`config.mk`:
```
export PLATFORM = sky130hd
export DESIGN_NAME = sync_debounce_edge
export DESIGN_NICKNAME = d
export VERILOG_FILES = /design/src/rtl/sync_debounce_edge.sv
export SDC_FILE = /design/constraint.sdc
export NUM_CORES = 1
export LEC_CHECK = 0
export CAP_MARGIN = 5
export CORE_MARGIN = 2
export CORE_UTILIZATION = 50
export CTS_CLUSTER_DIAMETER = 30
export DETAILED_ROUTE_END_ITERATION = 12
export PLACE_DENSITY = 0.76
export SYNTH_ARGS = -nofsm -noshare
export SYNTH_HDL_FRONTEND = slang
export SYNTH_SLANG_ARGS = --single-unit
```
`constraint.sdc`:
```
create_clock -name clk_i -period 1.1 [get_ports clk_i]
set_input_delay 0.33 -clock clk_i [delete_from_list [all_inputs] [get_ports clk_i]]
set_output_delay 0.33 -clock clk_i [all_outputs]
set_load 0.03 [all_outputs]
```
`src/rtl/sync_debounce_edge.sv`:
```
// Multi-channel input conditioner for slow asynchronous level inputs.
// Each channel: STAGES-flop synchroniser -> debounce filter -> registered
// rise/fall pulses. The filtered level and both pulse vectors are registered,
// so there is no combinational path from a_i to any output.
module sync_debounce_edge #(
    parameter int unsigned      WIDTH     = 4,
    parameter int unsigned      STAGES    = 2,
    parameter int unsigned      DEBOUNCE  = 4,
    parameter logic [WIDTH-1:0] RESET_VAL = '0
) (
    input  logic             clk_i,
    input  logic             rst_ni,
    input  logic             clear_i,
    input  logic [WIDTH-1:0] a_i,
    output logic [WIDTH-1:0] z_o,
    output logic [WIDTH-1:0] rise_o,
    output logic [WIDTH-1:0] fall_o
);

    // Counter is wide enough to hold DEBOUNCE-1; DEBOUNCE=1 still gets one bit
    // that simply never leaves zero.
    localparam int unsigned      CNT_W   = (DEBOUNCE > 1) ? $clog2(DEBOUNCE) : 1;
    localparam logic [CNT_W-1:0] CNT_MAX = CNT_W'(DEBOUNCE - 1);

    logic [WIDTH-1:0] sync_r [STAGES];
    logic [CNT_W-1:0] cnt_r [WIDTH];
    logic [CNT_W-1:0] cnt_nxt_s [WIDTH];
    logic [WIDTH-1:0] z_r;
    logic [WIDTH-1:0] rise_r;
    logic [WIDTH-1:0] fall_r;
    logic [WIDTH-1:0] z_nxt_s;
    logic [WIDTH-1:0] rise_nxt_s;
    logic [WIDTH-1:0] fall_nxt_s;
    logic [WIDTH-1:0] s_s;

    assign s_s = sync_r[STAGES-1];

    // Synchroniser shift chain; clear reloads it so a pending edge is forgotten.
    always_ff @(posedge clk_i or negedge rst_ni) begin
        if (!rst_ni) begin
            for (int k = 0; k < STAGES; k++) begin
                sync_r[k] <= RESET_VAL;
            end
        end else if (clear_i) begin
            for (int k = 0; k < STAGES; k++) begin
                sync_r[k] <= RESET_VAL;
            end
        end else begin
            sync_r[0] <= a_i;
            for (int k = 1; k < STAGES; k++) begin
                sync_r[k] <= sync_r[k-1];
            end
        end
    end

    // Per-channel filter decision: any agreement between s and z restarts the
    // count; the flip (and its pulse) happens when the count saturates.
    always_comb begin
        z_nxt_s    = z_r;
        rise_nxt_s = {WIDTH{1'b0}};
        fall_nxt_s = {WIDTH{1'b0}};
        for (int i = 0; i < WIDTH; i++) begin
            cnt_nxt_s[i] = cnt_r[i];
            if (s_s[i] == z_r[i]) begin
                cnt_nxt_s[i] = {CNT_W{1'b0}};
            end else if (cnt_r[i] == CNT_MAX) begin
                cnt_nxt_s[i]  = {CNT_W{1'b0}};
                z_nxt_s[i]    = s_s[i];
                rise_nxt_s[i] = s_s[i];
                fall_nxt_s[i] = ~s_s[i];
            end else begin
                cnt_nxt_s[i] = cnt_r[i] + CNT_W'(1);
            end
        end
    end

    // Filter state and edge pulses; clear behaves exactly like reset.
    always_ff @(posedge clk_i or negedge rst_ni) begin
        if (!rst_ni) begin
            for (int i = 0; i < WIDTH; i++) begin
                cnt_r[i] <= {CNT_W{1'b0}};
            end
            z_r    <= RESET_VAL;
            rise_r <= {WIDTH{1'b0}};
            fall_r <= {WIDTH{1'b0}};
        end else if (clear_i) begin
            for (int i = 0; i < WIDTH; i++) begin
                cnt_r[i] <= {CNT_W{1'b0}};
            end
            z_r    <= RESET_VAL;
            rise_r <= {WIDTH{1'b0}};
            fall_r <= {WIDTH{1'b0}};
        end else begin
            for (int i = 0; i < WIDTH; i++) begin
                cnt_r[i] <= cnt_nxt_s[i];
            end
            z_r    <= z_nxt_s;
            rise_r <= rise_nxt_s;
            fall_r <= fall_nxt_s;
        end
    end

    assign z_o    = z_r;
    assign rise_o = rise_r;
    assign fall_o = fall_r;

endmodule
```
==> results of run 1 <==
## how the worst max path moves through the flow
| stage | end | slack [ns] | depth (start not counted) |
|---|---|---|---|
| final | z_o[2] | -0.11 | 1 |
| after global routing | z_o[2] | -0.15 | 1 |
| after CTS | z_o[1] | -0.12 | 1 |
| after detailed placement | fall_o[3] | -0.28 | 3 |
| after global placement | fall_o[3] | -0.25 | 3 |
| after floorplan | cnt_r[5] | 0.14 | 2 |
## metrics by stage
step	util (%)	instances	cell area, um2	total power, uW
after CTS	65.3	126	1420	1650
after floorplan	-	71	1120	1130
final	66.4	128	1440	1630
after global placement	60.2	118	1310	1170
after detailed placement	60.2	118	1310	1180
after global routing	66.4	128	1440	1710
## cell type report
class	instances	area [um2]	share of cell area (%)
clock buffers	4	36.3	2.52
multi-input cells	40	385	26.8
flip-flops and latches	28	701	48.7
well taps	28	35.0	2.43
repair buffers	28	283	19.6
## worst reg2reg max path, stage by stage, from the launching register on
cell	delay [ns]
dfrtp_1	0.42
buf_4	0.14
buf_4	0.13
xnor2_1	0.15
nor3b_1	0.20
## layer usage
layer  GRT usage, %  part of all wire (%)
met5              0                     0
met2           22.5                    53
met4           7.89                   1.5
met1           16.9                    41
met3           2.92                   3.8
## flip-flops by register name (all words and copies together), names as in the netlist
| signal | cells |
|---|---|
| z_o | 4 |
| rise_o | 4 |
| fall_o | 4 |
| sync_r | 4 |
| cnt_r | 8 |
| s_s | 4 |
## report_power, final
part / internal, uW / switching (uW)
logic: 55.0 / 44.5
registers: 1050 / 11.3
clock network: 202 / 268
total: 1300 / 324
## timing repair
item                                    in CTS  in global routing
cloned                                       0                  0
endpoints found under the setup margin      12                 12
pin swaps                                    0                  0
setup buffers                                4                  2
hold buffers                                 0                  0
resized for setup                           12                  1
## cells by family (layout without fill, tap and decap cells)
family / after synthesis / after routing
buf+inv: 3 / 32
flops: 28 / 28
xor+xnor: 4 / 4
fa+ha+maj: 4 / 4
simple gates: 28 / 28
mux: 4 / 4
## synth_stat cells
cell type / number / share of area [%]
and2b_1: 6 / 4.0
and4bb_2: 8 / 9.0
buf_6: 2 / 2.0
buf_8: 1 / 1.3
dfrtp_1: 28 / 63
ha_1: 4 / 4.5
mux2i_1: 4 / 3.6
nor2_1: 4 / 1.3
nor2b_1: 2 / 1.1
nor3b_1: 4 / 2.7
nor4_2: 4 / 4.5
xnor2_1: 4 / 3.1
==> metrics, run 1 <==
final setup fails=13; critical-path maximum fanout=2; Slew @ Worst Pin=0.262 ns; dpl hpwl=1040 um; CP arrival=0.88 ns; adder-cell share of the synthesized area=4.48%; H-tree depth=1; share of cells above drive strength 1=39.0%; combinational family with the most area after synthesis=simple AND/OR/NAND/NOR gates; normalized max-slew margin=82.4%; Yosys reg bits=28; synthesized area per cell=15.7 um2; PD cells=1130 nW/um2; via count=640; antenna violations before repair=0; Cell Area, Synth=1120 um2; largest net degree at the start of global routing=29; cts bufs inserted=3; Clock Pin Slew Worst Setup and Hold Paths=0.14 ns; Hold WC Path Type=input pin to asynchronous set/reset pin; CP Class=register to output pin; Buf+Inv Stages, Crit Path=1; port bufs=18; Synth Instances=71; register area share after synthesis=62.8%; area grow syn2layout=29.0%; Max Freq=830 MHz; Worst Setup End Kind=output pin; Initial Util=51.4%; slack of the worst reg-to-reg path=-0.02 ns; drt first pass iters=3; Compound-Gate Fraction of Synth Area=0%; max incr delay on CP=0.42 ns; syn_nets=82; status=finished, violations left; WL final=1490 um; YS warnings=0; worst slack at placement=-0.281 ns; Top delay family on crit path=flip-flops; MaxCap Viol Count=0; Avg WL per Cell=11.6 um; ANT nets after route=0; Simple-Gate Fraction of Synth Area=22.6%; crit share post-route=110%; row count=17; vias in the first global route=613; max-slew violations=0; final setup TNS=-0.992 ns; most common cell after layout, fill and taps aside=dfrtp_1; Hold Worst Slack=0.347 ns; GPL Wtd Cong=0.764; total gr overflow=0; first-pass GRT wire length=2650 um; Yosys cell types=12; XOR/XNOR share of the synthesized area=3.14%; Cell Chain, Critical Path=buf_6; Reg2Reg Capture Point=cnt_r[3]; skew final=0.00541 ns; die footprint=2630 um2; leakage=0.000698 uW; failing checks=negative setup slack; Worst R2R Path Depth=4; DIE HEIGHT=51.2 um; I/O Pins=19; leading cell types in the layout, fill and taps excluded=dfrtp_1 (28), buf_6 (12), buf_4 (9); maximum vdd drop=0.00109 V; Reg-to-Reg Start=z_o[2]; worst-skew pair later-pin latency=0.31 ns; CTS tree=yes; Bufs on Longest Clock Path=2; minimum clock period=1.21 ns; clk sinks=28; Antenna diodes=0; unrepaired setup endpoints after global routing=true; 1st-iter DRT viols=12; Die X=51.2 um; total track usage=13.8%; DR DRC count=0; worst path required time=0.77 ns; total core area=2170 um2; mux contribution to synthesized area=3.59%; CP Launch Point=z_o[2]; fillers=177; Final Hold Viols=0; drt via density=5.00; CP startpoint kind=register; Final Worst Setup Slack=-0.105 ns; Net count, final=112; Crit-path slowest cell=dfrtp_1; clk root buf=clkbuf_4
(Power assumes the default switching activity.)
==> inputs of run 2 (changes only) <==
- CORE_ASPECT_RATIO: unset -> 1.2
- GPL_TIMING_DRIVEN: unset -> 0
==> metrics, run 2 (synthesis results as in run 1) <==
leading cell types in the layout, fill and taps excluded=dfrtp_1 (28), buf_6 (14), and4bb_2 (8); Bufs on Longest Clock Path=2; Seq pwr share=64.2%; WL final=1560 um; grt met2 use=21.7%; antenna violations before repair=0; total track usage=14.2%; Crit-path slowest cell=dfrtp_1; worst slack at placement=-0.698 ns; vias in the first global route=639; Slew @ Worst Pin=0.665 ns; GPL Wtd Cong=0.744; Reg-to-Reg Start=z_o[0]; normalized max-slew margin=55.7%; Hold Worst Slack=0.0965 ns; Sw Share=21.1%; DIE HEIGHT=55.8 um; slack of the worst reg-to-reg path=-0.02 ns; Max Freq=813 MHz; Switch Pwr=349 uW; CP Class=register to output pin; via count=633; Final Worst Setup Slack=-0.130 ns; Final Hold Viols=0; DR DRC count=0; max-slew violations=0; row count=18; drt first pass iters=4; Buf+Inv Stages, Crit Path=1; leakage=0.000697 uW; Hold WC Path Type=input pin to asynchronous set/reset pin; CTS tree=yes; ANT nets after route=0; Initial Util=53.3%; worst path required time=0.77 ns; crit share post-route=112%; CP arrival=0.90 ns; Largest Register=cnt_r; Worst Setup End Kind=output pin; clk root buf=clkbuf_4; max incr delay on CP=0.42 ns; status=finished, violations left; first-pass GRT wire length=2700 um; total core area=2090 um2; Cell Chain, Critical Path=buf_6; Comb pwr share=6.0%; 1st-iter DRT viols=6; cts bufs inserted=3; Top delay family on crit path=flip-flops; GRT busiest layer=met2; Avg WL per Cell=12.1 um; Final Power=1650 uW; Clock power frac=29.8%; dpl hpwl=1060 um; skew final=0.00973 ns; Cell Int Power=1300 uW; port bufs=17; post-route cell area=1470 um2; number of flip-flops under the largest register name=8; total gr overflow=0; PD cells=1130 nW/um2; Reg2Reg Capture Point=cnt_r[7]; share of cells above drive strength 1=43.9%; largest net degree at the start of global routing=29; met1 GRT Util=18.3%; unrepaired setup endpoints after global routing=true; Net count, final=110; H-tree depth=1; drt via density=4.95; area of placed instances=1320 um2; critical-path maximum fanout=2; die footprint=2630 um2; Clock Pin Slew Worst Setup and Hold Paths=0.14 ns; Die X=47.1 um; met3 GRT Util=2.92%; final setup fails=13; minimum clock period=1.23 ns; most common cell after layout, fill and taps aside=dfrtp_1; I/O Pins=19; clk sinks=28; final setup TNS=-1.23 ns; maximum vdd drop=0.000744 V; worst-skew pair later-pin latency=0.33 ns; failing checks=negative setup slack; CP startpoint kind=register; Antenna diodes=0; area grow syn2layout=31.3%; Worst R2R Path Depth=4; MaxCap Viol Count=0
## run 2: final cells by class
type | instances | area [um2]
timing repair buffer | 23 | 231
tap | 30 | 37.5
clock buffer | 4 | 36.3
multi-input combinational | 40 | 422
sequential | 28 | 701
buffer | 3 | 37.5
fill | 149 | 629
## run 2: worst max path at each step
stage	start	end	slack (ns)	cells after the start
6_report	z_o[0]	z_o[0]	-0.13	1
5_1_grt	z_o[0]	z_o[0]	-0.18	1
4_1_cts	z_o[0]	z_o[0]	-0.12	1
3_5_place_dp	rst_ni	z_o[2]	-0.70	1
3_3_place_gp	rst_ni	z_o[2]	-0.66	1
2_1_floorplan	z_o[1]	cnt_r[5]	0.14	2
## run 2: power groups by stage
stage                     Sequential [uW]  Clock (uW)  Combinational, uW
final                                1060         493               99.0
after global routing                 1060         549                112
after CTS                            1060         497               97.2
after detailed placement             1080           0               97.7
after global placement               1080           0               94.9
after floorplan                      1070           0               51.4
## run 2: what timing repair did
action | CTS | global route
hold endpoints to repair | 0 | 0
resized for setup | 87 | 6
hold buffers | 0 | 0
pin swaps | 0 | 1
buffers inserted | 4 | 3
endpoints found under the setup margin | 40 | 13
## run 2: through the flow
step,util (%),instances
after CTS,67.1,126
after global placement,63.2,118
after global routing,70.0,128
after detailed placement,63.2,118
after floorplan,-,71
final,70.0,128
## run 2: routing by layer
metal  wire [um]  vias to the layer above
met1         705                      308
met2         749                       16
met3          57                        5
li1            -                      304
met4          42                        0
met5           0                        -
==> inputs of run 3 (changes only) <==
- RECOVER_POWER: unset -> 100
==> metrics, run 3 (synthesis results as in run 1) <==
die footprint=2630 um2; max-slew violations=0; row count=18; CP startpoint kind=register; Final Hold Viols=0; worst slack at placement=-0.698 ns; GRT busiest layer=met2; DIE HEIGHT=55.8 um; normalized max-slew margin=55.6%; slack of the worst reg-to-reg path=-0.02 ns; crit share post-route=112%; max incr delay on CP=0.43 ns; fin util=69.7%; Final Worst Setup Slack=-0.132 ns; cts bufs inserted=3; placed insts=118; Bufs on Longest Clock Path=2; Cell Chain, Critical Path=buf_6; Largest Register=cnt_r; Initial Util=53.3%; share of cells above drive strength 1=42.9%; worst-skew pair later-pin latency=0.33 ns; Net count, final=110; Post-Layout Cell Count=128; met3 GRT Util=2.92%; first-pass GRT wire length=2700 um; unrepaired setup endpoints after global routing=true; most common cell after layout, fill and taps aside=dfrtp_1; Reg2Reg Capture Point=cnt_r[7]; port bufs=17; drt first pass iters=4; leading cell types in the layout, fill and taps excluded=dfrtp_1 (28), buf_6 (14), and4bb_2 (8); critical-path maximum fanout=2; Slew @ Worst Pin=0.666 ns; met1 GRT Util=18.3%; total gr overflow=0; I/O Pins=19; minimum clock period=1.23 ns; area grow syn2layout=30.7%; final setup fails=13; Worst R2R Path Depth=4; number of flip-flops under the largest register name=8; Max Freq=812 MHz; GPL Wtd Cong=0.744; via count=632; total core area=2090 um2; total track usage=14.2%; MaxCap Viol Count=0; Top delay family on crit path=flip-flops; largest net degree at the start of global routing=29; final setup TNS=-1.23 ns; Buf+Inv Stages, Crit Path=1; CP Class=register to output pin; Worst Setup End Kind=output pin; post-cts hold buffer count=0; Avg WL per Cell=12.1 um; DR DRC count=0; Reg-to-Reg Start=z_o[0]; Die X=47.1 um; skew final=0.00959 ns; H-tree depth=1; drt via density=4.94; failing checks=negative setup slack; Crit-path slowest cell=dfrtp_1; grt met2 use=21.7%; leakage=0.000692 uW; WL final=1550 um; antenna violations before repair=0; clk root buf=clkbuf_4; dpl hpwl=1060 um; area of placed instances=1320 um2; CTS tree=yes; PD cells=1130 nW/um2; Antenna diodes=0; vias in the first global route=639; Clock Pin Slew Worst Setup and Hold Paths=0.14 ns; 1st-iter DRT viols=6; Hold WC Path Type=input pin to asynchronous set/reset pin; CP arrival=0.90 ns; clk sinks=28; post-route cell area=1460 um2; worst path required time=0.77 ns; ANT nets after route=0; status=finished, violations left; maximum vdd drop=0.000741 V
==> run 3: changes by cell type in the layout (fill, tap and decap cells not counted) <==
cell,previous run,this run
buf_4,6,3
clkbuf_1,0,1
clkbuf_2,0,1
clkbuf_4,3,4
clkdlybuf4s50_1,4,0
dlygate4sd3_1,0,4
==> run 3: final cells by class <==
cell class	count	area, um2
Clock buffer	4	36.3
Buffer	3	37.5
Tap cell	30	37.5
Sequential cell	28	701
Timing Repair Buffer	23	225
Multi-Input combinational cell	40	422
Fill cell	152	636
==> run 3: per-stage QoR <==
step | total power, uW | hold WS (ns)
3_5_place_dp | 1170 | 0.444
6_report | 1650 | 0.0971
2_1_floorplan | 1130 | 0.0344
3_3_place_gp | 1170 | 0.441
5_1_grt | 1720 | 0.148
4_1_cts | 1650 | 0.132
==> run 3: layer usage <==
layer | share of wire [%] | vias up
li1 | - | 304
met1 | 45 | 307
met2 | 48 | 16
met3 | 3.7 | 5
met4 | 2.7 | 0
met5 | 0 | -
==> run 3: worst max-delay path by stage <==
| stage | to | cells after the start | startpoint | slack, ns |
|---|---|---|---|---|
| 4_1_cts | z_o[0] | 1 | z_o[0] | -0.12 |
| 3_5_place_dp | z_o[2] | 1 | rst_ni | -0.70 |
| 2_1_floorplan | cnt_r[5] | 2 | z_o[1] | 0.14 |
| 3_3_place_gp | z_o[2] | 1 | rst_ni | -0.66 |
| 6_report | z_o[0] | 1 | z_o[0] | -0.13 |
| 5_1_grt | z_o[0] | 1 | z_o[0] | -0.18 |
==> run 3: timing repair <==
item | CTS | global route
gates resized for setup | 87 | 6
endpoints found under the setup margin | 40 | 13
pin swaps | 0 | 1
buffers inserted | 4 | 3
==> run 3: power breakdown <==
part | internal (uW) | switching, uW
Clock | 203 | 290
Sequential | 1050 | 12.6
Combinational | 49.8 | 46.4
